### config.mk
export PLATFORM = sky130hd
export DESIGN_NAME = accum_logger
export DESIGN_NICKNAME = d
export VERILOG_FILES = /design/src/rtl/accum_logger.sv
export SDC_FILE = /design/constraint.sdc
export NUM_CORES = 1
export LEC_CHECK = 0
export ABC_AREA = 1
export BUFFER_PORTS_ARGS = -buffer_cell sky130_fd_sc_hd__buf_2
export CAP_MARGIN = 10
export CORE_MARGIN = 1.5
export CORE_UTILIZATION = 45
export CTS_BUF_LIST = sky130_fd_sc_hd__clkbuf_8 sky130_fd_sc_hd__clkbuf_16
export DETAILED_ROUTE_END_ITERATION = 8
export PLACE_DENSITY = 0.6
export SLEW_MARGIN = 15
export SYNTH_ARGS = -nofsm -noshare
export SYNTH_HDL_FRONTEND = slang
export SYNTH_SLANG_ARGS = --single-unit
### constraint.sdc
create_clock -name clk -period 3.7 [get_ports clk]
set_clock_uncertainty 0.05 [all_clocks]
set_input_delay 0.37 -clock clk [delete_from_list [all_inputs] [get_ports clk]]
set_output_delay 0.37 -clock clk [all_outputs]
set_load 0.02 [all_outputs]
### src/rtl/accum_logger.sv
// Accumulator change logger: captures accum values that differ from the last
// captured one into an 8-deep FIFO, tagging each entry with a 4-bit sequence.
module accum_logger (
    input  logic       clk,
    input  logic       reset,
    input  logic [3:0] accum,
    input  logic       log_en,
    input  logic       out_ready,
    output logic       out_valid,
    output logic [7:0] out_data,
    output logic [3:0] count,
    output logic       overflow,
    output logic [3:0] drop_cnt
);

    localparam logic [3:0] DEPTH = 4'd8;

    logic [7:0] mem [8];
    logic [2:0] wr_ptr, rd_ptr;
    logic [3:0] seq, last_val;
    logic       primed;
    logic       capture, pop, full, push, drop;

    always_comb begin
        full    = (count == DEPTH);
        capture = log_en && (!primed || (accum != last_val));
        pop     = out_valid && out_ready;
        // A pop frees the slot in the same edge, so a full FIFO still accepts.
        push    = capture && (!full || pop);
        drop    = capture && full && !pop;
    end

    assign out_valid = (count != 4'd0);
    assign out_data  = out_valid ? mem[rd_ptr] : 8'h00;

    always_ff @(posedge clk) begin
        if (push) mem[wr_ptr] <= {seq, accum};
    end

    always_ff @(posedge clk or negedge reset) begin
        if (!reset) begin
            wr_ptr   <= 3'd0;
            rd_ptr   <= 3'd0;
            count    <= 4'd0;
            seq      <= 4'd0;
            last_val <= 4'd0;
            primed   <= 1'b0;
            overflow <= 1'b0;
            drop_cnt <= 4'd0;
        end else begin
            // log_en high with primed low always captures, so primed just tracks log_en.
            primed <= log_en;
            if (capture) begin
                last_val <= accum;
                seq      <= seq + 4'd1;
            end
            if (push) wr_ptr <= wr_ptr + 3'd1;
            if (pop)  rd_ptr <= rd_ptr + 3'd1;
            case ({push, pop})
                2'b10:   count <= count + 4'd1;
                2'b01:   count <= count - 4'd1;
                default: count <= count;
            endcase
            if (drop) begin
                overflow <= 1'b1;
                if (drop_cnt != 4'hF) drop_cnt <= drop_cnt + 4'd1;
            end
        end
    end

endmodule

==> impl_metrics.csv <==
group,metric,value,unit
pwr,finalPower,3.29,mW
place,port-buffer-count,25,
global_route,grt_overflow,0,
floorplan,die_w,94.3,um
clock_network,cts-root-buf,"clkbuf_8",
floorplan,fp.coreArea,0.00813,mm2
finish,area_growth_syn_to_layout,11.2,%
min_path,min_from,"log_en",
finish,fill_cells,716,
min_path,hold_class,"input port to register",
synthesis,yosys_warnings,0,
synthesis,postSynthNetCount,342,
sta,finalSetupTns,0,ns
finish,antenna_cells,0,
place,dp_hpwl,4.92,mm
routing,antenna_left,0,
sta,period_needed,2.66,ns
routing,drc,0,
global_route,grt_use_total,0.189,
finish,layout_common_cells,"72 x nor2_1, 64 x edfxtp_1, 41 x nand2_1",
pwr,p_leak,1.65,nW
routing,drt-initial-drc-count,104,
routing,wire_per_inst,16.2,um
global_route,grt_pass1_vias,2312,
clock_network,post_cts_buffers,0,
setup_path,end_kind,"output pin",
setup_path,crit_arrival,2.24,ns
routing,drt-vias-per-instance,5.25,
synthesis,syn_avg_cell_area,11.5,um2
sta,worst_pin_slew,1.06,ns
floorplan,initial_utilization,0.461,
synthesis,syn-instance-count,327,
global_route,grtUsageMet3,0.0388,
setup_path,critPathSlowestCell,"dfrtp_1",
flow_run,max_cap_viol_count,0,
min_path,hold_path_depth,1,
setup_path,worstReg2RegEnd,"count[3]",
synthesis,ys_ff_latch,88,
routing,firstDrtPassIters,4,
setup_path,cpPeakStageDelay,1.05,ns
synthesis,synth_cell_types,27,
routing,wl,7.58,mm
setup_path,crit_type,"register to output pin",
sta,max_slew_margin,0.294,
sta,fin_crit_sh,0.718,
finish,drive_above_1_share,0.160,
place,gp_congestion,0.775,
pwr,ir_worst_vdd,0.000279,V
synthesis,syn_area,0.00375,mm2
finish,fin_util,0.512,
clock_network,path_clk_slew,0.09,ns
setup_path,crit_top_cell,"o21ai_0",
place,place_inst,450,
global_route,grt_start_max_net_pins,35,
sta,hold_viol,0,
clock_network,insertion_delay,0.36,ns
setup_path,start_kind,"register",
sta,drv_slew,0,
floorplan,dieHeight,94.3,um
global_route,grt_pass1_wl,12.0,mm
min_path,min_to,"primed",
finish,final_common_cell,"nor2_1",
pwr,p_per_area,790,mW/mm2
sta,rsz0062_at_grt,"false",
global_route,antenna_found_initial,0,
clock_network,cts_tree,"built",
setup_path,r2r_start,"count[1]",
place,place_ws,1.19,ns
global_route,grtUsageMet2,0.297,
clock_network,cts-htree-levels,3,
floorplan,dieArea,0.00888,mm2
global_route,busiest_layer,"met2",
finish,regArea,0.00252,mm2
clock_network,clock-sinks,88,
setup_path,critPathBufInv,1,
clock_network,numCtsBuffers,9,
floorplan,ios,26,
clock_network,clockBufferDepth,2,
sta,setup_ws,1.04,ns
synthesis,ys_seq_area_frac,0.673,
routing,num_vias,2450,
setup_path,crit_required,3.28,ns
floorplan,num_rows,33,
setup_path,path_cells,"o21ai_0 -> o32ai_1 -> o21ai_0 -> nor2_1 -> buf_2",
sta,max_clock_freq,376,MHz
global_route,gr-usage-met1,0.252,
finish,layout.nets,372,
setup_path,critPathTopFamily,"flip-flops",
setup_path,crit_path_max_fanout,34,
finish,final_cells,467,
setup_path,rrSetupSlack,1.29,ns
setup_path,rr_worst_depth,15,
finish,multi_input_area,0.00110,mm2
sta,setup_viol,0,
run_status,status,"finished clean",
==> cells in the mapped netlist (all sizes together) <==
cell | instances | share of area
nand4 | 2 | 0.0033
buf | 6 | 0.0080
ha | 6 | 0.020
edfxtp | 64 | 0.51
nand2 | 46 | 0.051
o32ai | 16 | 0.037
nor2 | 79 | 0.085
xnor2 | 7 | 0.016
inv | 21 | 0.021
nand3 | 9 | 0.013
xor2 | 4 | 0.0093
or2 | 2 | 0.0040
dfrtp | 24 | 0.16
clkbuf | 5 | 0.0050
a21boi | 1 | 0.0020
a21oi | 1 | 0.0013
a31oi | 1 | 0.0017
fa | 1 | 0.0053
o21ai | 32 | 0.043
==> worst max-delay path by stage <==
stage	startpoint	endpoint	slack, ns	cells after the start
2_1_floorplan	count[1]	count[3]	1.47	15
3_3_place_gp	accum[3]	mem[3][3]	1.24	9
3_5_place_dp	accum[3]	mem[3][3]	1.19	9
4_1_cts	rd_ptr[1]	out_data[7]	1.05	5
5_1_grt	rd_ptr[1]	out_data[7]	0.86	5
6_report	rd_ptr[1]	out_data[6]	1.04	5
==> cell families (layout without fill, tap and decap cells) <==
family,Yosys count,after routing,share of synthesized area
AO/OA/AOI/OAI,51,51,0.0851
flip-flops,88,88,0.673
XOR/XNOR,11,11,0.0257
AND/OR/NAND/NOR,138,138,0.157
adder cells (fa/ha/maj),7,7,0.0254
buffers and inverters,32,67,0.0341
==> sequential cells by signal, indices dropped and copies added (netlist names) <==
| name | count |
|---|---|
| mem | 64 |
| seq | 4 |
| wr_ptr | 3 |
| overflow | 1 |
| count | 4 |
| drop_cnt | 4 |
| rd_ptr | 3 |
| primed | 1 |
| last_val | 4 |
==> power breakdown <==
part / switching [mW] / internal [mW] / total, mW
clock network: 0.316 / 0.270 / 0.587
registers: 0.226 / 1.32 / 1.55
logic: 0.750 / 0.411 / 1.16
total: 1.29 / 2.00 / 3.29
==> timing repair <==
item / in CTS / in global routing
hold buffers: 1 / 0
endpoints found under the hold margin: 24 / 0
gates resized for setup: 0 / 0
==> area by class of cell <==
type / instances / share of cell area
Tap cell: 105 / 0.0315
Inverter: 21 / 0.0189
Clock inverter: 5 / 0.00480
Timing Repair Buffer: 30 / 0.0396
Sequential cell: 88 / 0.605
Multi-Input combinational cell: 207 / 0.263
Clock buffer: 11 / 0.0363
==> through the flow <==
step / hold slack, ns / area, um2
after floorplan: 0.0244 / 3750
after global placement: 0.338 / 3990
after detailed placement: 0.346 / 3990
after CTS: 0.127 / 4170
after global routing: 0.121 / 4170
final: 0.131 / 4170
==> per-layer routing <==
metal,part of all wire,vias to the layer above,wire length (um)
li1,-,1186,-
met1,0.46,1204,3520
met2,0.48,49,3610
met3,0.039,11,296
met4,0.020,0,148
met5,0,-,0
Power figures use the tool's default switching activity.
